## config.mk

```make
export PLATFORM = sky130hd
export DESIGN_NAME = trap_ctrl
export DESIGN_NICKNAME = d
export VERILOG_FILES = /design/src/rtl/trap_pkg.sv /design/src/rtl/trap_prio_enc.sv /design/src/rtl/trap_ctrl.sv
export SDC_FILE = /design/constraint.sdc
export NUM_CORES = 1
export LEC_CHECK = 0
export ABC_AREA = 1
export BUFFER_PORTS_ARGS = -buffer_cell sky130_fd_sc_hd__buf_4
export CAP_MARGIN = 25
export CORE_MARGIN = 5
export CORE_UTILIZATION = 44
export DETAILED_ROUTE_END_ITERATION = 10
export PLACE_DENSITY_LB_ADDON = 0.15
export SLEW_MARGIN = 0
export SYNTH_ARGS = -nofsm -noshare
export SYNTH_HDL_FRONTEND = slang
export SYNTH_HIERARCHICAL = 1
export SYNTH_SLANG_ARGS = --single-unit
```

## constraint.sdc

```tcl
create_clock -name clk -period 3.7 [get_ports clk]
set_input_delay 0.74 -clock clk [delete_from_list [all_inputs] [get_ports clk]]
set_output_delay 0.74 -clock clk [all_outputs]
set_load 0.05 [all_outputs]
```

## src/rtl/trap_pkg.sv

```systemverilog
// -----------------------------------------------------------------------------
// trap_pkg
// Shared definitions for the trap sequencer and the CSR unit.
//   - Exception cause codes (4-bit mcause exception code field).
//   - Machine external interrupt mcause value (XLEN=32 form).
//   - Bit positions of the exception request vector fed to trap_prio_enc.
//   - FSM state encoding of trap_ctrl.
// -----------------------------------------------------------------------------
package trap_pkg;

    localparam int CODE_W = 4;

    localparam logic [CODE_W-1:0] CAUSE_ILLEGAL = 4'd2;
    localparam logic [CODE_W-1:0] CAUSE_EBREAK  = 4'd3;
    localparam logic [CODE_W-1:0] CAUSE_LD_MIS  = 4'd4;
    localparam logic [CODE_W-1:0] CAUSE_ST_MIS  = 4'd6;
    localparam logic [CODE_W-1:0] CAUSE_ECALL_M = 4'd11;

    // Full mcause for a machine external interrupt: interrupt bit + code 11.
    localparam logic [31:0]       CAUSE_IRQ_MEXT = 32'h8000_000B;
    localparam logic [CODE_W-1:0] CAUSE_IRQ_CODE = CAUSE_IRQ_MEXT[CODE_W-1:0];

    // Exception request vector layout.
    localparam int EXC_W       = 5;
    localparam int EXC_ILLEGAL = 4;
    localparam int EXC_EBREAK  = 3;
    localparam int EXC_ECALL   = 2;
    localparam int EXC_LD_MIS  = 1;
    localparam int EXC_ST_MIS  = 0;

    typedef enum logic [2:0] {
        ST_IDLE   = 3'd0,
        ST_DRAIN  = 3'd1,
        ST_COMMIT = 3'd2,
        ST_REDIR  = 3'd3,
        ST_MRET   = 3'd4
    } trap_state_e;

endpackage

```

## src/rtl/trap_prio_enc.sv

```systemverilog
// -----------------------------------------------------------------------------
// trap_prio_enc
// Combinational priority encoder for synchronous exceptions.
// Priority (high to low): illegal > ebreak > ecall > ld_misalign > st_misalign.
// Ports:
//   i_exc   in  EXC_W   exception requests, bit layout from trap_pkg
//   o_code  out CODE_W  cause code of the winning request (0 when none)
//   o_any   out 1       at least one request is active
// -----------------------------------------------------------------------------
module trap_prio_enc
    import trap_pkg::*;
(
    input  logic [EXC_W-1:0]  i_exc,
    output logic [CODE_W-1:0] o_code,
    output logic              o_any
);

    always_comb begin
        o_code = '0;
        o_any  = |i_exc;
        if (i_exc[EXC_ILLEGAL]) begin
            o_code = CAUSE_ILLEGAL;
        end else if (i_exc[EXC_EBREAK]) begin
            o_code = CAUSE_EBREAK;
        end else if (i_exc[EXC_ECALL]) begin
            o_code = CAUSE_ECALL_M;
        end else if (i_exc[EXC_LD_MIS]) begin
            o_code = CAUSE_LD_MIS;
        end else if (i_exc[EXC_ST_MIS]) begin
            o_code = CAUSE_ST_MIS;
        end
    end

endmodule

```

## src/rtl/trap_ctrl.sv

```systemverilog
// -----------------------------------------------------------------------------
// trap_ctrl
// Trap sequencer upstream of the CSR unit. Picks the highest-priority
// synchronous exception, drains the pipeline for DRAIN_CYCLES cycles, pulses
// trap_enter with the saved PC/cause, then redirects fetch to mtvec. MRET is
// sequenced in a single cycle: mret_exec + redirect to mepc.
//
// Optional feature macro: TRAP_IRQ_EN (adds ext_irq/mie_in and takes machine
// external interrupts from IDLE; synchronous exceptions win in the same cycle).
//
// Strobe semantics: trap_enter, mret_exec and redirect_valid are one-cycle
// pulses with no back-pressure; trap_pc/trap_cause are meaningful only with
// trap_enter and redirect_pc only with redirect_valid, and read 0 otherwise.
// Requests (exc_*, mret_req, interrupt) are sampled only in IDLE, never queued.
//
// Ports:
//   clk, rst                       clock, asynchronous active-low reset
//   exc_illegal..exc_st_misalign   synchronous exception requests
//   exc_pc                         PC of the requesting instruction
//   mret_req                       MRET decoded
//   mtvec_in, mepc_in              trap vector / saved PC from the CSR unit
//   ext_irq, mie_in                interrupt request / mstatus.MIE (macro only)
//   flush, stall                   pipeline control
//   trap_enter, trap_pc, trap_cause  trap commit to the CSR unit
//   mret_exec                      MRET commit to the CSR unit
//   redirect_valid, redirect_pc    fetch redirect
//   dbg_state                      current FSM state
// -----------------------------------------------------------------------------
module trap_ctrl
    import trap_pkg::*;
#(
    parameter int XLEN         = 32,
    parameter int DRAIN_CYCLES = 2
) (
    input  logic            clk,
    input  logic            rst,
    input  logic            exc_illegal,
    input  logic            exc_ebreak,
    input  logic            exc_ecall,
    input  logic            exc_ld_misalign,
    input  logic            exc_st_misalign,
    input  logic [XLEN-1:0] exc_pc,
    input  logic            mret_req,
    input  logic [XLEN-1:0] mtvec_in,
    input  logic [XLEN-1:0] mepc_in,
`ifdef TRAP_IRQ_EN
    input  logic            ext_irq,
    input  logic            mie_in,
`endif
    output logic            flush,
    output logic            stall,
    output logic            trap_enter,
    output logic [XLEN-1:0] trap_pc,
    output logic [XLEN-1:0] trap_cause,
    output logic            mret_exec,
    output logic            redirect_valid,
    output logic [XLEN-1:0] redirect_pc,
    output trap_state_e     dbg_state
);

    localparam int CNT_W = $clog2(DRAIN_CYCLES + 1);

    trap_state_e       r_state;
    trap_state_e       w_next_state;
    logic [CNT_W-1:0]  r_cnt;
    logic [CODE_W-1:0] r_code;
    logic              r_irq;
    logic [XLEN-1:0]   r_pc;

    logic [EXC_W-1:0]  w_exc_vec;
    logic [CODE_W-1:0] w_exc_code;
    logic              w_any_exc;
    logic              w_take_irq;
    logic              w_start;
    logic [XLEN-1:0]   w_cause;

    assign w_exc_vec = {exc_illegal, exc_ebreak, exc_ecall,
                        exc_ld_misalign, exc_st_misalign};

    trap_prio_enc u_prio_enc (
        .i_exc  (w_exc_vec),
        .o_code (w_exc_code),
        .o_any  (w_any_exc)
    );

`ifdef TRAP_IRQ_EN
    assign w_take_irq = ext_irq & mie_in;
`else
    assign w_take_irq = 1'b0;
`endif

    // A trap sequence starts from IDLE on any exception or enabled interrupt.
    assign w_start = (r_state == ST_IDLE) && (w_any_exc || w_take_irq);

    // State register
    always_ff @(posedge clk or negedge rst) begin
        if (!rst) begin
            r_state <= ST_IDLE;
        end else begin
            r_state <= w_next_state;
        end
    end

    // Capture registers and drain counter
    always_ff @(posedge clk or negedge rst) begin
        if (!rst) begin
            r_cnt  <= '0;
            r_code <= '0;
            r_irq  <= 1'b0;
            r_pc   <= '0;
        end else if (w_start) begin
            r_cnt  <= CNT_W'(DRAIN_CYCLES);
            // Exceptions outrank the interrupt in the same cycle.
            r_code <= w_any_exc ? w_exc_code : CAUSE_IRQ_CODE;
            r_irq  <= ~w_any_exc;
            r_pc   <= exc_pc;
        end else if (r_state == ST_DRAIN) begin
            r_cnt  <= r_cnt - CNT_W'(1);
        end
    end

    // Next-state logic. MRET arriving with an exception is dropped.
    always_comb begin
        w_next_state = r_state;
        case (r_state)
            ST_IDLE: begin
                if (w_any_exc || w_take_irq) begin
                    w_next_state = ST_DRAIN;
                end else if (mret_req) begin
                    w_next_state = ST_MRET;
                end
            end
            ST_DRAIN: begin
                if (r_cnt == CNT_W'(1)) begin
                    w_next_state = ST_COMMIT;
                end
            end
            ST_COMMIT: w_next_state = ST_REDIR;
            ST_REDIR:  w_next_state = ST_IDLE;
            ST_MRET:   w_next_state = ST_IDLE;
            default:   w_next_state = ST_IDLE;
        endcase
    end

    // mcause: zero-extended code, interrupt flag in the MSB.
    always_comb begin
        w_cause              = '0;
        w_cause[CODE_W-1:0]  = r_code;
        w_cause[XLEN-1]      = r_irq;
    end

    // Output logic (Moore, plus mtvec/mepc pass-through while redirecting)
    always_comb begin
        flush          = 1'b0;
        stall          = 1'b0;
        trap_enter     = 1'b0;
        trap_pc        = '0;
        trap_cause     = '0;
        mret_exec      = 1'b0;
        redirect_valid = 1'b0;
        redirect_pc    = '0;
        case (r_state)
            ST_DRAIN: begin
                flush = 1'b1;
                stall = 1'b1;
            end
            ST_COMMIT: begin
                flush      = 1'b1;
                stall      = 1'b1;
                trap_enter = 1'b1;
                trap_pc    = r_pc;
                trap_cause = w_cause;
            end
            ST_REDIR: begin
                // mtvec is read one cycle after trap_enter so a CSR write
                // performed on the commit cycle is already visible.
                stall          = 1'b1;
                redirect_valid = 1'b1;
                redirect_pc    = mtvec_in;
            end
            ST_MRET: begin
                flush          = 1'b1;
                stall          = 1'b1;
                mret_exec      = 1'b1;
                redirect_valid = 1'b1;
                redirect_pc    = mepc_in;
            end
            default: ;
        endcase
    end

    assign dbg_state = r_state;

endmodule

```

==> flow_summary.ini, run 1 <==
[cts]
post-cts-setup-buffers = 0
htreeDepth = 2
cts_sinks = 42
root_buffer = clkbuf_8
cts_tree = done
cts_buffer_depth = 2
clock_latency_ns = 0.29
cts-buffers-inserted = 5
clk_pin_slew_ns = 0.08
cts_hold_buffers = 0
cts_resized = 0

[logic_synthesis]
syn_area_per_cell_um2 = 6.794
synthDominantCellAreaShare = 0.3692
synth_cells = 419
ys_ff_latch = 42
synth.area.top_cells = dfrtp_1 37%, nand2_1 14%, inv_1 11%, buf_4 7.4%, nand3_1 7.4%
ys_warn_count = 6
syn-cell-area_um2 = 2846
yosys.area.top_type = dfrtp_1
yosysUniqueCellTypes = 22
ys_seq_area_frac = 0.3692

[die]
start_util = 0.4509
chipWidth_um = 90.43
die-area_um2 = 8178
ioPinCount = 208
rows = 29
die_h_um = 90.43
core_um2 = 6314

[routing]
drt-pass1-iter-count = 4
topRoutingLayerUsed = met4
route.detailed.drc = 0
routedWlPerCell_um = 12.31
vias = 2905
ant_nets = 0
routed_wl_um = 8176
wl_met2_um = 4213
vias_per_cell = 4.375
routed-wl-met3_um = 660
drtIter0Drc = 118
wl_met1_um = 3249

[grt]
antenna_found_initial = 0
grt_pass1_vias = 2748
track_usage = 0.1960
grt_overflow_total = 0
grt_max_degree = 77
grt_pass1_wl_um = 13500

[sta]
rsz0062_at_grt = false
layout_min_cycle_time_ns = 2.885
setup_viol = 0
setup_tns_ns = 0
timing.final.ws_setup_ns = 0.8152
finalHoldViolations = 0
finalClockSkew_ns = 0.009115
worst_slew_pin_slew_ns = 0.8098
maxSlewViolCount = 0
max_freq_mhz = 346.6
period_share = 0.7797
max-slew-margin-rel = 0.4601

[placed_design]
dp.final_hpwl_um = 6441
pre_cts_ws_ns = 1.110
io_buffers = 180
place.gp.congestion = 0.7951

[critical_path]
worst_r2r_endpoint = r_pc[10]$_DFFE_PN0P_
r2r_slack_ns = 1.91
startpoint_type = register
timing.rr.start = dbg_state[1]$_DFFE_PN0P_
crit_path_max_fanout = 23
startpoint = dbg_state[2]$_DFFE_PN0P_
cp.required_ns = 2.96
crit_arrival_ns = 2.14
ff2ff_path_depth = 3
worst_setup_path_end_kind = output port
critPathKind = register to output port
worstSetupEndpoint = trap_pc[13]

[power]
ir_drop_mv = 0.4528
swShare = 0.5419
switching_power_mw = 1.676
powerDensity_nw_per_um2 = 744.7
p_seq_frac = 0.260
power_frac_comb = 0.643
p_int_mw = 1.417
p_leak_nw = 2.545
p_clk_frac = 0.098

[worst_hold_path]
hold_class = input pin to async pin

[final_layout]
drive_gt1_frac = 0.3560
fin_nets = 691
layout_common_cells = 182 x buf_4, 107 x nand2_1, 83 x inv_1
final_common_cell = buf_4
areaGrowthSynthToFinish_pct = 45.89
antenna_cells = 0

[run_status]
status = finished clean

[run]
cap_violations = 0
-- Yosys cell counts --
master and n:
nand2_1 107, inv_1 83, nor2_1 43, dfrtp_1 42, nand3_1 42, buf_4 28, o21ai_1 25, buf_2 10
buf_6 9, o21ai_0 6, o21ai_2 6, inv_2 3, nand2_2 3, clkbuf_1 2, nor2_2 2, nor2_4 2
conb_1 1, ha_1 1, nand3_4 1, nand3b_1 1, nor2_8 1, nor3b_1 1
-- per-stage QoR --
stage	std cells	power (mW)	hold WS, ns	instance area, um2	utilization
5_1_grt	664	3.328	0.4570	4153	0.6577
2_1_floorplan	445	2.361	0.4361	2944	-
3_3_place_gp	656	2.788	0.4554	4058	0.6427
6_report	664	3.092	0.4267	4153	0.6577
4_1_cts	664	3.131	0.4417	4153	0.6577
3_5_place_dp	656	2.818	0.4573	4058	0.6427
-- worst min-delay path by stage --
stage | endpoint | cells past startpoint | slack, ns | from
after floorplan | dbg_state[0]$_DFFE_PN0P_ | 0 | 0.44 | rst
after global placement | r_irq$_DFFE_PN0P_ | 2 | 0.46 | r_irq$_DFFE_PN0P_
after detailed placement | r_irq$_DFFE_PN0P_ | 2 | 0.46 | r_irq$_DFFE_PN0P_
after CTS | r_pc[13]$_DFFE_PN0P_ | 1 | 0.44 | rst
after global routing | r_pc[29]$_DFFE_PN0P_ | 1 | 0.46 | rst
final | r_pc[13]$_DFFE_PN0P_ | 1 | 0.43 | rst
-- flip-flops by register name (all words and copies together) (netlist names) --
signal and count:
r_pc 32, r_irq 1, r_code 4, dbg_state 3, r_cnt 2
-- power by group through the flow --
stage	Combinational (mW)	Sequential, mW	Clock (mW)
global placement	1.98	0.803	0
global route	2.16	0.832	0.336
finish	1.99	0.803	0.302
detailed placement	2.01	0.809	0
CTS	2.01	0.804	0.315
floorplan	1.55	0.812	0
-- cell type report --
class                      count  area (um2)
inverter                      86       322.8
sequential                    42        1051
fill                         601        2161
multi-input combinational    268        1201
tap                           77       96.34
clock buffer                   6       82.58
clock inverter                 2       12.51
timing repair buffer         183        1386
-- metal layers --
| layer | vias up | global-route usage |
|---|---|---|
| li1 | 1518 | - |
| met1 | 1273 | 0.2311 |
| met2 | 110 | 0.3476 |
| met3 | 4 | 0.06167 |
| met4 | 0 | 0.04218 |
| met5 | - | 0 |
-- worst max-delay path, stage by stage, from the launching register on --
cell,delay [ns]
dfrtp_1,0.46
inv_2,0.15
nand3_1,0.53
buf_12,0.39
nor2_1,0.11
buf_4,0.21
-- logic make-up (layout without fill, tap and decap cells) --
logic type | count (synthesis) | after routing | synth area share
compound gates | 37 | 37 | 0.07297
simple gates | 203 | 203 | 0.3090
buf+inv | 135 | 277 | 0.2431
flops | 42 | 42 | 0.3692
other cells | 1 | 27 | 0.001317
fa+ha+maj | 1 | 1 | 0.004395
Power figures use the tool's default switching activity.
==> run 2: changes to the inputs <==
--- a/config.mk
+++ b/config.mk
@@ -9,7 +9,7 @@
 export BUFFER_PORTS_ARGS = -buffer_cell sky130_fd_sc_hd__buf_4
 export CAP_MARGIN = 25
 export CORE_MARGIN = 5
-export CORE_UTILIZATION = 44
+export CORE_UTILIZATION = 41
 export DETAILED_ROUTE_END_ITERATION = 10
 export PLACE_DENSITY_LB_ADDON = 0.15
 export SLEW_MARGIN = 0
==> constraint.sdc (replaced) <==
create_clock -name clk -period 2.9 [get_ports clk]
set_input_delay 0.58 -clock clk [delete_from_list [all_inputs] [get_ports clk]]
set_output_delay 0.58 -clock clk [all_outputs]
set_load 0.05 [all_outputs]
==> run 2 against run 1 <==
Hold slack worse by 0.16 ns. Sequential power is 27% higher. First-iteration DRC count is 22% lower. Global-route usage is 1.3 points lower. Sequential share of layout area hardly changed. Die area is 6.5% higher. Clock-buffer cell count is 1 lower. Power is 26% higher. Clock power is 22% higher. Cell count is 2.9% higher. Non-clock buffer count stayed put. Largest cell class unchanged.
==> flow_summary.ini, run 2 (synthesized netlist as in run 1, its figures left out) <==
[run_status]
status = finished clean

[die]
die_h_um = 93.32
chipWidth_um = 93.32
core_um2 = 6794
die-area_um2 = 8709
start_util = 0.4190
ioPinCount = 208
rows = 30

[cts]
cts_resized = 0
clk_pin_slew_ns = 0.08
cts-buffers-inserted = 5
post-cts-setup-buffers = 0
cts_sinks = 42
htreeDepth = 2
cts_buffer_depth = 2
cts_tree = done
clock_latency_ns = 0.29
cts_hold_buffers = 0
root_buffer = clkbuf_8

[power]
power.total_mw = 3.911
p_leak_nw = 2.540
ir_drop_mv = 0.4823
powerDensity_nw_per_um2 = 940.9

[sta]
timing.final.ws_setup_ns = 0.3807
layout_min_cycle_time_ns = 2.519
finalClockSkew_ns = 0.01066
finalHoldViolations = 0
maxSlewViolCount = 0
period_share = 0.8687
setup_tns_ns = 0
max-slew-margin-rel = 0.4695
worst_slew_pin_slew_ns = 0.7958
rsz0062_at_grt = false
max_freq_mhz = 396.9
setup_viol = 0

[critical_path]
critPathKind = register to output port
critPathTopFamily = simple AND/OR/NAND/NOR gates
crit_path_cell_trace = inv_2, nor2_4, nand3_1, nand2_1, buf_4
max_stage_delay_ns = 0.55
crit_path_top_delay_cell = nor2_4
crit_path_max_fanout = 35
crit_arrival_ns = 1.94
worst_setup_path_end_kind = output port
startpoint_type = register
cp_num_buf_inv = 2
cp.required_ns = 2.32

[routing]
drtIter0Drc = 92
vias = 2915
routed_wl_um = 8363
route.detailed.drc = 0
wl_met2_um = 4409
routedWlPerCell_um = 12.24
topRoutingLayerUsed = met4
wl_met1_um = 3032
vias_per_cell = 4.268
routed-wl-met3_um = 887
drt-pass1-iter-count = 4
ant_nets = 0

[placed_design]
placed_area_um2 = 4069
pre_cts_ws_ns = 0.6721
place.gp.congestion = 0.7796
dp.final_hpwl_um = 6586
io_buffers = 180

[grt]
grt_overflow_total = 0
grt_pass1_wl_um = 12860
antenna_found_initial = 0
grt_max_degree = 77
track_usage = 0.1828
grt_pass1_vias = 2657

[final_layout]
largest_reg_flops = 32
antenna_cells = 0
fillCellCount = 687
fin_nets = 691
fin_area_um2 = 4156
areaGrowthSynthToFinish_pct = 46.02
drive_gt1_frac = 0.3560
final_common_cell = buf_4
layout_common_cells = 183 x buf_4, 107 x nand2_1, 83 x inv_1
largest_register = r_pc

[run]
cap_violations = 0

[worst_hold_path]
hold_class = input pin to async pin
-- run 2: cell type report --
type,instances,area [um2],share of cell area
sequential,42,1051,0.2529
multi-input combinational,268,1201,0.2890
inverter,86,322.8,0.07766
timing repair buffer,183,1374,0.3305
clock buffer,5,68.82,0.01656
clock inverter,3,18.77,0.004515
tap,96,120.1,0.02890
-- run 2: path summary, 6_finish.rpt --
path	end	start	depth (start not counted)	slack (ns)
hold / removal	r_pc[19]$_DFFE_PN0P_	rst	1	0.26
setup reg to reg	r_pc[9]$_DFFE_PN0P_	dbg_state[1]$_DFFE_PN0P_	3	1.16
setup / recovery	redirect_pc[27]	dbg_state[0]$_DFFE_PN0P_	5	0.38
min in group clk	r_irq$_DFFE_PN0P_	r_irq$_DFFE_PN0P_	2	0.47
hold reg to reg	r_irq$_DFFE_PN0P_	r_irq$_DFFE_PN0P_	2	0.47
max in group asynchronous	r_pc[1]$_DFFE_PN0P_	rst	1	2.26
-- run 2: where the power goes --
group	switching, mW	internal [mW]
clock network	0.199	0.169
registers	0.156	0.862
logic	1.78	0.742
total	2.14	1.77
-- run 2: stage by stage --
| stage | cells | utilization | hold slack (ns) |
|---|---|---|---|
| 4_1_cts | 683 | 0.6118 | 0.2686 |
| 5_1_grt | 683 | 0.6118 | 0.3024 |
| 6_report | 683 | 0.6118 | 0.2640 |
| 3_5_place_dp | 675 | 0.5989 | 0.4604 |
| 2_1_floorplan | 445 | - | 0.2844 |
| 3_3_place_gp | 675 | 0.5989 | 0.4507 |
-- run 2: metal layers --
layer  vias up  GRT usage
met5         -          0
met2       118     0.3276
li1       1517          -
met3         4    0.06195
met4         0    0.02930
met1      1276     0.2138
==> run 3: changes to the inputs <==
--- a/config.mk
+++ b/config.mk
@@ -11,6 +11,7 @@
 export CORE_MARGIN = 5
 export CORE_UTILIZATION = 41
 export DETAILED_ROUTE_END_ITERATION = 10
+export MAX_ROUTING_LAYER = met4
 export PLACE_DENSITY_LB_ADDON = 0.15
 export SLEW_MARGIN = 0
 export SYNTH_ARGS = -nofsm -noshare
==> run 3 against run 2 <==
Die area is the same. Power hardly changed. Fmax up 0.17%. Flip-flop and latch count unchanged. Non-clock buffer count unchanged. Combinational power about the same. Register-to-register slack is essentially flat. First-iteration DRC count down 17%. Utilization stayed put.
==> flow_summary.ini, run 3 (synthesized netlist as in run 1, its figures left out) <==
[final_layout]
drive_gt1_frac = 0.3560
layout_common_cells = 183 x buf_4, 107 x nand2_1, 83 x inv_1
antenna_cells = 0
fillCellCount = 687
final_common_cell = buf_4
largest_register = r_pc
areaGrowthSynthToFinish_pct = 46.02
largest_reg_flops = 32
post-route-util = 0.6118
fin_nets = 691

[critical_path]
r2r_slack_ns = 1.16
crit_path_max_fanout = 35
crit_arrival_ns = 1.93
worst_setup_path_end_kind = output port
startpoint_type = register
critPathKind = register to output port
ff2ff_path_depth = 3
cp.required_ns = 2.32

[power]
p_int_mw = 1.773
p_leak_nw = 2.540
p_seq_frac = 0.260
power.total_mw = 3.914
switching_power_mw = 2.141
power_frac_comb = 0.645
ir_drop_mv = 0.4847
swShare = 0.5469
p_clk_frac = 0.095
powerDensity_nw_per_um2 = 941.7

[sta]
setup_viol = 0
worst_slew_pin_slew_ns = 0.7977
max-slew-margin-rel = 0.4682
max_freq_mhz = 397.6
rsz0062_at_grt = false
maxSlewViolCount = 0
finalClockSkew_ns = 0.01277
setup_tns_ns = 0
layout_min_cycle_time_ns = 2.515
finalHoldViolations = 0
period_share = 0.8672

[die]
ioPinCount = 208
chipWidth_um = 93.32
rows = 30
die-area_um2 = 8709
die_h_um = 93.32
core_um2 = 6794
start_util = 0.4190

[routing]
routedWlPerCell_um = 12.26
vias = 2923
drtIter0Drc = 76
route.detailed.drc = 0
drt-pass1-iter-count = 4
vias_per_cell = 4.280
routed_wl_um = 8371
ant_nets = 0

[worst_hold_path]
hold_class = input pin to async pin

[grt]
grt_max_degree = 77
grt_overflow_total = 0
grt_pass1_vias = 2660
track_usage = 0.1883
grt_pass1_wl_um = 12880
antenna_found_initial = 0

[cts]
clock_latency_ns = 0.29
cts_tree = done
cts_sinks = 42
clk_pin_slew_ns = 0.08
cts_hold_buffers = 0
cts_resized = 0
cts-buffers-inserted = 5
cts_buffer_depth = 2
htreeDepth = 2
post-cts-setup-buffers = 0
root_buffer = clkbuf_8

[run]
cap_violations = 0

[placed_design]
place.gp.congestion = 0.7904
dp.final_hpwl_um = 6586
io_buffers = 180

[run_status]
status = finished clean
run 3: worst paths after layout:
path,to,start
max in group asynchronous,r_irq$_DFFE_PN0P_,rst
setup / recovery,redirect_pc[27],dbg_state[0]$_DFFE_PN0P_
setup reg to reg,r_pc[9]$_DFFE_PN0P_,dbg_state[1]$_DFFE_PN0P_
min in group clk,r_irq$_DFFE_PN0P_,r_irq$_DFFE_PN0P_
hold reg to reg,r_irq$_DFFE_PN0P_,r_irq$_DFFE_PN0P_
hold / removal,r_pc[19]$_DFFE_PN0P_,rst
run 3: final cells by class:
class | count | area [um2] | area share
sequential | 42 | 1051 | 0.2529
clock buffer | 5 | 68.82 | 0.01656
timing repair buffer | 183 | 1374 | 0.3305
clock inverter | 3 | 18.77 | 0.004515
tap | 96 | 120.1 | 0.02890
multi-input combinational | 268 | 1201 | 0.2890
inverter | 86 | 322.8 | 0.07766
run 3: metrics by stage:
step / cells / setup slack [ns] / instance area [um2] / hold slack (ns)
6_report: 683 / 0.3851 / 4156 / 0.2624
5_1_grt: 683 / 0.2173 / 4156 / 0.2965
4_1_cts: 683 / 0.3469 / 4156 / 0.2686
3_5_place_dp: 675 / 0.6721 / 4069 / 0.4604
3_3_place_gp: 675 / 0.7048 / 4069 / 0.4507
2_1_floorplan: 445 / 0.4861 / 2944 / 0.2844
run 3: worst max-delay path, cell delays in order, from the launching register on:
cell	delay, ns
dfrtp_1	0.50
inv_2	0.09
nor2_4	0.55
nand3_1	0.20
nand2_1	0.12
buf_4	0.20
run 3: power by group through the flow:
stage	combinational, mW	clock, mW	sequential (mW)
final	2.52	0.373	1.02
after global routing	2.77	0.413	1.06
after CTS	2.56	0.391	1.02
after detailed placement	2.55	0	1.03
after global placement	2.52	0	1.02
after floorplan	1.98	0	1.04
run 3: per-layer routing:
metal	track usage	wire (um)
met5	-	0
met2	0.3264	4363
met4	0.02930	33
met3	0.05149	781
met1	0.2229	3192
